<file path="src/rtl/arbitro_escritura_banco.sv">
// Register-file write-port arbiter: two requester FIFOs (ALU, load unit) merged
// round-robin onto one registered write port, with a pending-write busy mask.
module arbitro_escritura_banco #(
  parameter int unsigned PROF = 2
) (
  input  logic        clk,
  input  logic        rst,
  input  logic        req0_valid,
  output logic        req0_ready,
  input  logic [4:0]  req0_addr,
  input  logic [31:0] req0_data,
  input  logic        req1_valid,
  output logic        req1_ready,
  input  logic [4:0]  req1_addr,
  input  logic [31:0] req1_data,
  output logic        write_enable,
  output logic [4:0]  write_addr,
  output logic [31:0] write_data,
  output logic [31:0] busy_mask
);

  localparam int unsigned AW = (PROF > 1) ? $clog2(PROF) : 1;
  typedef logic [AW-1:0] ptr_t;
  typedef logic [AW:0]   cnt_t;

  logic [4:0]  addr_q [2][PROF];
  logic [31:0] data_q [2][PROF];
  ptr_t        wr_q   [2];
  ptr_t        rd_q   [2];
  cnt_t        cnt_q  [2];
  logic        last_q;

  logic [4:0]  in_addr [2];
  logic [31:0] in_data [2];
  logic [1:0]  nonempty, full, push, pop;
  logic        gnt_any, gnt_sel;
  logic [4:0]  head_addr;
  logic [31:0] head_data;

  always_comb begin
    in_addr[0] = req0_addr;
    in_addr[1] = req1_addr;
    in_data[0] = req0_data;
    in_data[1] = req1_data;
    for (int i = 0; i < 2; i++) begin
      nonempty[i] = (cnt_q[i] != '0);
      full[i]     = (cnt_q[i] == cnt_t'(PROF));
    end
    // Ready comes from registered occupancy only, so a full FIFO never accepts.
    req0_ready = !full[0] && !rst;
    req1_ready = !full[1] && !rst;
    push[0]    = req0_valid && req0_ready;
    push[1]    = req1_valid && req1_ready;
    gnt_any    = |nonempty;
    // last_q==1 means requester 1 won last, so requester 0 takes a tie.
    gnt_sel    = nonempty[1] && (!nonempty[0] || !last_q);
    pop[0]     = gnt_any && !gnt_sel;
    pop[1]     = gnt_any && gnt_sel;
    head_addr  = addr_q[gnt_sel][rd_q[gnt_sel]];
    head_data  = data_q[gnt_sel][rd_q[gnt_sel]];
  end

  always_ff @(posedge clk) begin
    if (rst) begin
      for (int i = 0; i < 2; i++) begin
        wr_q[i]  <= '0;
        rd_q[i]  <= '0;
        cnt_q[i] <= '0;
      end
      last_q       <= 1'b1;
      write_enable <= 1'b0;
      write_addr   <= '0;
      write_data   <= '0;
    end else begin
      for (int i = 0; i < 2; i++) begin
        if (push[i]) begin
          addr_q[i][wr_q[i]] <= in_addr[i];
          data_q[i][wr_q[i]] <= in_data[i];
          wr_q[i]            <= wr_q[i] + ptr_t'(1);
        end
        if (pop[i]) rd_q[i] <= rd_q[i] + ptr_t'(1);
        cnt_q[i] <= cnt_q[i] + cnt_t'(push[i]) - cnt_t'(pop[i]);
      end
      if (gnt_any) begin
        write_enable <= (head_addr != 5'd0);
        write_addr   <= head_addr;
        write_data   <= head_data;
        last_q       <= gnt_sel;
      end else begin
        write_enable <= 1'b0;
      end
    end
  end

  always_comb begin
    busy_mask = '0;
    for (int i = 0; i < 2; i++) begin
      for (int j = 0; j < PROF; j++) begin
        if (cnt_t'(j) < cnt_q[i]) begin
          busy_mask[addr_q[i][rd_q[i] + ptr_t'(j)]] = 1'b1;
        end
      end
    end
    if (write_enable) busy_mask[write_addr] = 1'b1;
    busy_mask[0] = 1'b0;
  end

endmodule

</file>
<file path="config.mk">
export PLATFORM = sky130hd
export DESIGN_NAME = arbitro_escritura_banco
export DESIGN_NICKNAME = d
export VERILOG_FILES = /design/src/rtl/arbitro_escritura_banco.sv
export SDC_FILE = /design/constraint.sdc
export NUM_CORES = 1
export LEC_CHECK = 0
export CAP_MARGIN = 5
export CORE_MARGIN = 1
export CORE_UTILIZATION = 45
export CTS_BUF_LIST = sky130_fd_sc_hd__clkbuf_8 sky130_fd_sc_hd__clkbuf_16
export DETAILED_ROUTE_END_ITERATION = 10
export PLACE_DENSITY = 0.81
export SLEW_MARGIN = 20
export SYNTH_ARGS = -nofsm -noshare
export SYNTH_HDL_FRONTEND = slang
export SYNTH_SLANG_ARGS = --single-unit
</file>
<file path="constraint.sdc">
create_clock -name clk -period 3.25 [get_ports clk]
set_input_delay 0.4875 -clock clk [delete_from_list [all_inputs] [get_ports clk]]
set_output_delay 0.4875 -clock clk [all_outputs]
set_load 0.02 [all_outputs]
</file>
==> impl_metrics.yaml, run 1 <==
outcome:
  outcome: "finished, final reports clean"
floorplanning:
  start_util: 0.465
  core.rowCount: 51
  core_um2: 19700
  die_y_um: 145
  die_area_um2: 20900
  top_level_ports: 150
  die_x_um: 145
synth:
  synth_area_per_cell_um2: 12.4
  synth_cell_type_count: 63
  synth_edf_count: 152
  async_reset_ff_frac: 0
  synth.net_count: 821
  syn_area_um2: 9170
  yosysWarningCount: 0
  syn-instance-count: 739
  ys_seq_area_frac: 0.592
  synth.ff_latch_count: 195
  synth_ff_type: "edfxtp_1"
routing:
  drt_wl_total_um: 24800
  first_pass_iters: 8
  vias_per_cell: 5.84
  drtIter0Drc: 537
  drc_errors: 0
  wl_per_cell_um: 20.8
  postRouteAntennaNets: 0
  vias: 6975
layout:
  insertedDiodeCount: 0
  fin_nets: 998
  drive_above_1_share: 0.136
  utilization: 0.603
  final_cell_mix: "edfxtp_1, clkdlybuf4s50_1, nand2_1, mux2i_1, buf_4"
  areaGrowthSynthToFinish_pct: 29.8
  layout_commonest_cell: "edfxtp_1"
timing:
  slew_violations: 0
  clock.fmax_ghz: 0.319
  rsz0062_at_grt: "yes"
  maxSlewHeadroom: 0.519
  setup_viol: 0
  whs_ns: 0.470
  skew_ns: 0.0169
  hold_viol_final: 0
  tightest_slew_ns: 0.720
  min_period_over_period: 0.963
  period_minus_slack_ns: 3.13
setup_path:
  worstSetupPathType: "reg2out"
  worstPathRequired_ns: 2.76
  worstPathMaxFanout: 15
  rr_startpoint: "cnt_q[0][1]$_SDFF_PP0_"
  reg2reg_to: "write_data[14]$_SDFFE_PP0N_"
  rrSetupSlack_ns: 1.11
  reg2reg_depth: 5
  endpoint_kind: "output pin"
  cp-start-kind: "register"
  arrival_ns: 2.64
pwr:
  p_leak_nw: 4.50
  power_frac_seq: 0.374
  power-per-cell-area_nw_per_um2: 780
  switchingPower_mw: 3.50
  combPwrFrac: 0.408
  p_sw_frac: 0.377
  ir_worst_vdd_uv: 523
  p_clk_frac: 0.218
  internal-power_mw: 5.78
  fin_total_pwr_mw: 9.28
clocking:
  clkSinkCount: 195
  cts-buffers-inserted: 17
  clockRootBuffer: "clkbuf_16"
  clkTransAtPathRegs_ns: 0.07
  htreeDepth: 4
  clk_latency_ns: 0.44
  cts_tree: "built"
  cts_max_path_buffers: 2
min_path:
  hold_path_startpoint: "write_data[31]$_SDFFE_PP0N_"
  whs_endpoint: "write_data[31]$_SDFFE_PP0N_"
  whs_path_depth: 1
  hp-class: "reg2reg"
global_route:
  grt_antenna_before_repair: 0
  grtUsageTotal: 0.247
  grt_pass1_wl_um: 38100
  grt_pass1_vias: 6999
  grt_overflow: 0
  grt_max_degree: 40
place:
  place_congestion: 1.01
  io_buffers: 148
  dpl.hpwl_um: 17300
job:
  max_cap_violations: 0
==> kinds of logic (layout without fill, tap and decap cells) <==
logic type | Yosys count | count (layout) | synth area share
and+or+nand+nor | 241 | 241 | 0.134
AOI/OAI and AO/OA | 157 | 157 | 0.140
adders and majority gates | 4 | 4 | 0.00546
xor gates and xnor gates | 4 | 4 | 0.00382
other | 1 | 1 | 0.000409
DFF | 195 | 195 | 0.592
muxes | 81 | 81 | 0.0889
buffers and inverters | 56 | 246 | 0.0356
==> Yosys cell counts (3+ instances only) <==
cell type  number  share of area
a211oi_1        4         0.0033
a211oi_2        4         0.0055
a21oi_1        12         0.0066
a222oi_1        5         0.0055
a22oi_1        13          0.011
a32o_1         38          0.042
a32oi_1        11          0.011
and3_1          5         0.0034
buf_2          17         0.0093
buf_4          11         0.0090
buf_6           5         0.0061
clkbuf_1       12         0.0049
dfxtp_1        43          0.094
edfxtp_1      152           0.50
ha_1            4         0.0055
inv_1           9         0.0037
mux2_2          3         0.0037
mux2i_1        78          0.085
nand2_1        92          0.038
nand2b_1       27          0.018
nand3_1        33          0.018
nand3b_1       10         0.0082
nor2_1         27          0.011
nor2b_1        10         0.0068
nor4_1          4         0.0027
o211ai_1       10         0.0082
o21a_1          3         0.0025
o21ai_0         5         0.0027
o21ai_1         6         0.0033
o22a_1          4         0.0038
o22ai_1        19          0.013
o32a_1          5         0.0055
o32ai_1         6         0.0057
or2_2           8         0.0055
or3b_2          3         0.0029
or4_1           4         0.0033
==> worst max-delay path: stages, from the launching register on <==
cell           delay, ns
edfxtp_1            0.51
mux2i_1             0.20
nor2b_1             0.16
buf_4               0.19
a32o_1              0.22
or4_1               0.56
dlygate4sd2_1       0.35
==> repair_timing <==
action                     in CTS  in global routing
pin swaps                       1                  3
hold buffers                    0                  0
gates resized for setup        21                 30
setup endpoints to repair      31                 22
setup buffers                   9                  3
==> stage by stage <==
| step | area (µm²) | instances | setup TNS [ns] | setup slack (ns) |
|---|---|---|---|---|
| finish | 11900 | 1194 | 0 | 0.120 |
| global route | 11900 | 1194 | -0.0306 | -0.0304 |
| CTS | 11800 | 1191 | 0 | 0.00379 |
| detailed placement | 11100 | 1150 | 0 | 0.270 |
| global placement | 11100 | 1150 | 0 | 0.287 |
| floorplan | 9170 | 739 | 0 | 0.202 |
==> state kept, by name, summed over array words and instances (netlist names) <==
signal and flops:
data_q 128, write_addr 5, cnt_q 4, last_q 1
addr_q 20, write_data 32, wr_q 2, write_enable 1
rd_q 2
==> worst max path at each step <==
stage,start,end,slack [ns]
floorplan,req0_valid,addr_q[0][5]$_DFFE_PP_,0.20
global placement,rd_q[1]$_SDFFCE_PN0P_,busy_mask[25],0.29
detailed placement,rd_q[1]$_SDFFCE_PN0P_,busy_mask[25],0.27
CTS,rd_q[1]$_SDFFCE_PN0P_,busy_mask[19],0.004
global route,rd_q[1]$_SDFFCE_PN0P_,busy_mask[19],-0.03
finish,rd_q[0]$_SDFFCE_PN0P_,busy_mask[11],0.12
==> final cells by class <==
class                      count  area (µm²)
clock buffer                  17         425
clock inverter                15         160
fill                        1528        7820
inverter                       9        33.8
multi-input combinational    488        3540
sequential                   195        5430
tap                          265         332
timing repair buffer         205        1980
==> per-layer routing <==
| layer | routed length [µm] | vias up | global-route usage |
|---|---|---|---|
| li1 | - | 3241 | - |
| met4 | 614 | 0 | 0.0942 |
| met1 | 10000 | 3386 | 0.300 |
| met5 | 0 | - | 0 |
| met3 | 1820 | 49 | 0.0609 |
| met2 | 12400 | 299 | 0.421 |
==> power groups by stage <==
| stage | sequential [mW] | combinational (mW) | clock [mW] |
|---|---|---|---|
| floorplan | 3.65 | 2.11 | 0 |
| global route | 3.52 | 4.07 | 2.16 |
| global placement | 3.51 | 3.60 | 0 |
| detailed placement | 3.53 | 3.63 | 0 |
| finish | 3.47 | 3.79 | 2.02 |
| CTS | 3.46 | 3.75 | 2.07 |
Power figures use the tool's default switching activity.
==> inputs of run 2 (changes only) <==
--- a/config.mk
+++ b/config.mk
@@ -9,6 +9,7 @@
 export CORE_MARGIN = 1
 export CORE_UTILIZATION = 45
 export CTS_BUF_LIST = sky130_fd_sc_hd__clkbuf_8 sky130_fd_sc_hd__clkbuf_16
+export CTS_CLUSTER_SIZE = 25
 export DETAILED_ROUTE_END_ITERATION = 10
 export PLACE_DENSITY = 0.81
 export SLEW_MARGIN = 20
==> results of run 2 <==
Same layout as run 1: the final DEF is identical, and so are final timing and power.
==> inputs of run 3 (changes only) <==
--- a/config.mk
+++ b/config.mk
@@ -11,7 +11,7 @@
 export CTS_BUF_LIST = sky130_fd_sc_hd__clkbuf_8 sky130_fd_sc_hd__clkbuf_16
 export CTS_CLUSTER_SIZE = 25
 export DETAILED_ROUTE_END_ITERATION = 10
-export PLACE_DENSITY = 0.81
+export PLACE_DENSITY = 0.78
 export SLEW_MARGIN = 20
 export SYNTH_ARGS = -nofsm -noshare
 export SYNTH_HDL_FRONTEND = slang
==> constraint.sdc (replaced) <==
create_clock -name clk -period 3.45 [get_ports clk]
set_input_delay 0.5175 -clock clk [delete_from_list [all_inputs] [get_ports clk]]
set_output_delay 0.5175 -clock clk [all_outputs]
set_load 0.02 [all_outputs]
==> run 3 against run 2 <==
Effect of this change:
- non-clock buffer count shrank 6
- worst setup slack worse by 0.041 ns
- total power decreased by 6.0%
- critical path type unchanged
- highest routed layer unchanged
==> impl_metrics.yaml, run 3 (synthesized netlist as in run 1, its figures left out) <==
timing:
  maxSlewHeadroom: 0.542
  clock.fmax_ghz: 0.297
  slew_violations: 0
  period_minus_slack_ns: 3.37
  min_period_over_period: 0.977
  worst_slack_ns: 0.0788
  tns_ns: 0
  tightest_slew_ns: 0.668
  hold_viol_final: 0
  rsz0062_at_grt: "no"
  setup_viol: 0
  skew_ns: 0.0130
global_route:
  grt_max_degree: 40
  grt_overflow: 0
  grt_antenna_before_repair: 0
  grt_pass1_vias: 6870
  grt_pass1_wl_um: 37800
  grtUsageTotal: 0.244
routing:
  vias: 7022
  drc_errors: 0
  first_pass_iters: 7
  drt_wl_total_um: 25000
  postRouteAntennaNets: 0
  drtIter0Drc: 594
  wl_per_cell_um: 21.0
  vias_per_cell: 5.91
clocking:
  clockRootBuffer: "clkbuf_16"
  clk_latency_ns: 0.43
  clkTransAtPathRegs_ns: 0.07
  cts_max_path_buffers: 2
  clkSinkCount: 195
  cts_tree: "built"
  cts-buffers-inserted: 17
  htreeDepth: 4
  cts_hold_buf: 0
floorplanning:
  die_x_um: 145
  core.rowCount: 51
  die_y_um: 145
  top_level_ports: 150
  start_util: 0.465
  die_area_um2: 20900
  core_um2: 19700
setup_path:
  worstSetupPathType: "reg2out"
  arrival_ns: 2.85
  worstPathMaxFanout: 38
  worstPathRequired_ns: 2.93
  endpoint_kind: "output pin"
  slowest_delay_ns: 0.64
  critPathSlowestCell: "clkdlybuf4s50_1"
  cp-start-kind: "register"
  crit_chain: "buf_12 > or3b_2 > a211oi_4 > a222oi_1 > o211ai_1 > clkdlybuf4s50_1"
layout:
  utilization: 0.597
  largest_reg_flops: 128
  instances_no_fill: 1188
  areaGrowthSynthToFinish_pct: 28.5
  layout_commonest_cell: "edfxtp_1"
  drive_above_1_share: 0.127
  multiInputGateArea_um2: 3490
  final_cell_mix: "edfxtp_1, clkdlybuf4s50_1, nand2_1, mux2i_1, buf_4"
  design_area_um2: 11800
  fillCellCount: 1561
  register_area_um2: 5430
  insertedDiodeCount: 0
  fin_nets: 992
pwr:
  internal-power_mw: 5.47
  combPwrFrac: 0.403
  switchingPower_mw: 3.25
  p_clk_frac: 0.221
  p_sw_frac: 0.372
  ir_worst_vdd_uv: 433
  power_frac_seq: 0.375
  p_leak_nw: 4.21
  power-per-cell-area_nw_per_um2: 741
place:
  placed_cell_area_um2: 11100
  place_ws_ns: 0.461
  placed_cells: 1153
  dpl.hpwl_um: 17500
  io_buffers: 148
  place_congestion: 1.02
outcome:
  outcome: "finished, final reports clean"
job:
  max_cap_violations: 0
min_path:
  hp-class: "reg2reg"
[run 3: metal layers]
layer | global-route usage | wire (µm) | vias up
met1 | 0.298 | 10100 | 3420
met4 | 0.0820 | 607 | 0
met5 | 0 | 0 | -
met2 | 0.426 | 12500 | 308
met3 | 0.0530 | 1800 | 57
li1 | - | - | 3237
[run 3: power by group through the flow]
stage / clock (mW) / sequential [mW] / combinational (mW)
after floorplan: 0 / 3.44 / 1.99
after global placement: 0 / 3.31 / 3.40
after detailed placement: 0 / 3.31 / 3.44
after CTS: 1.96 / 3.26 / 3.47
after global routing: 2.05 / 3.32 / 3.76
final: 1.93 / 3.27 / 3.52
[run 3: cell type report]
class	count	area share
Tap cell	265	0.0282
Clock buffer	17	0.0361
Timing Repair Buffer	199	0.162
Multi-Input combinational cell	488	0.296
Inverter	9	0.00287
Clock inverter	15	0.0142
Sequential cell	195	0.461
[run 3: what timing repair did]
item	4_1_cts	5_1_grt
endpoints found under the setup margin	2	20
gates resized for setup	0	15
buffers inserted	0	3
[run 3: critical path: cells and delay by family (launching register included)]
family / cells / cell delay (ns)
buffers and inverters: 2 / 0.85
AO/OA/AOI/OAI: 3 / 0.60
AND/OR/NAND/NOR: 1 / 0.55
flip-flops: 1 / 0.43
[run 3: path summary, 6_finish.rpt]
check / end / start / cells past startpoint / slack (ns)
worst min-delay path: write_data[20]$_SDFFE_PP0N_ / write_data[20]$_SDFFE_PP0N_ / 1 / 0.47
worst min register to register: write_data[20]$_SDFFE_PP0N_ / write_data[20]$_SDFFE_PP0N_ / 1 / 0.47
worst max-delay path: busy_mask[13] / rd_q[1]$_SDFFCE_PN0P_ / 6 / 0.08
worst max register to register: data_q[1][7]$_DFFE_PP_ / cnt_q[0][2]$_SDFF_PP0_ / 4 / 1.19
[run 3: per-stage QoR]
| step | hold slack [ns] | power, mW |
|---|---|---|
| global route | 0.503 | 9.13 |
| global placement | 0.448 | 6.71 |
| floorplan | 0.478 | 5.42 |
| finish | 0.472 | 8.72 |
| CTS | 0.474 | 8.69 |
| detailed placement | 0.456 | 6.76 |
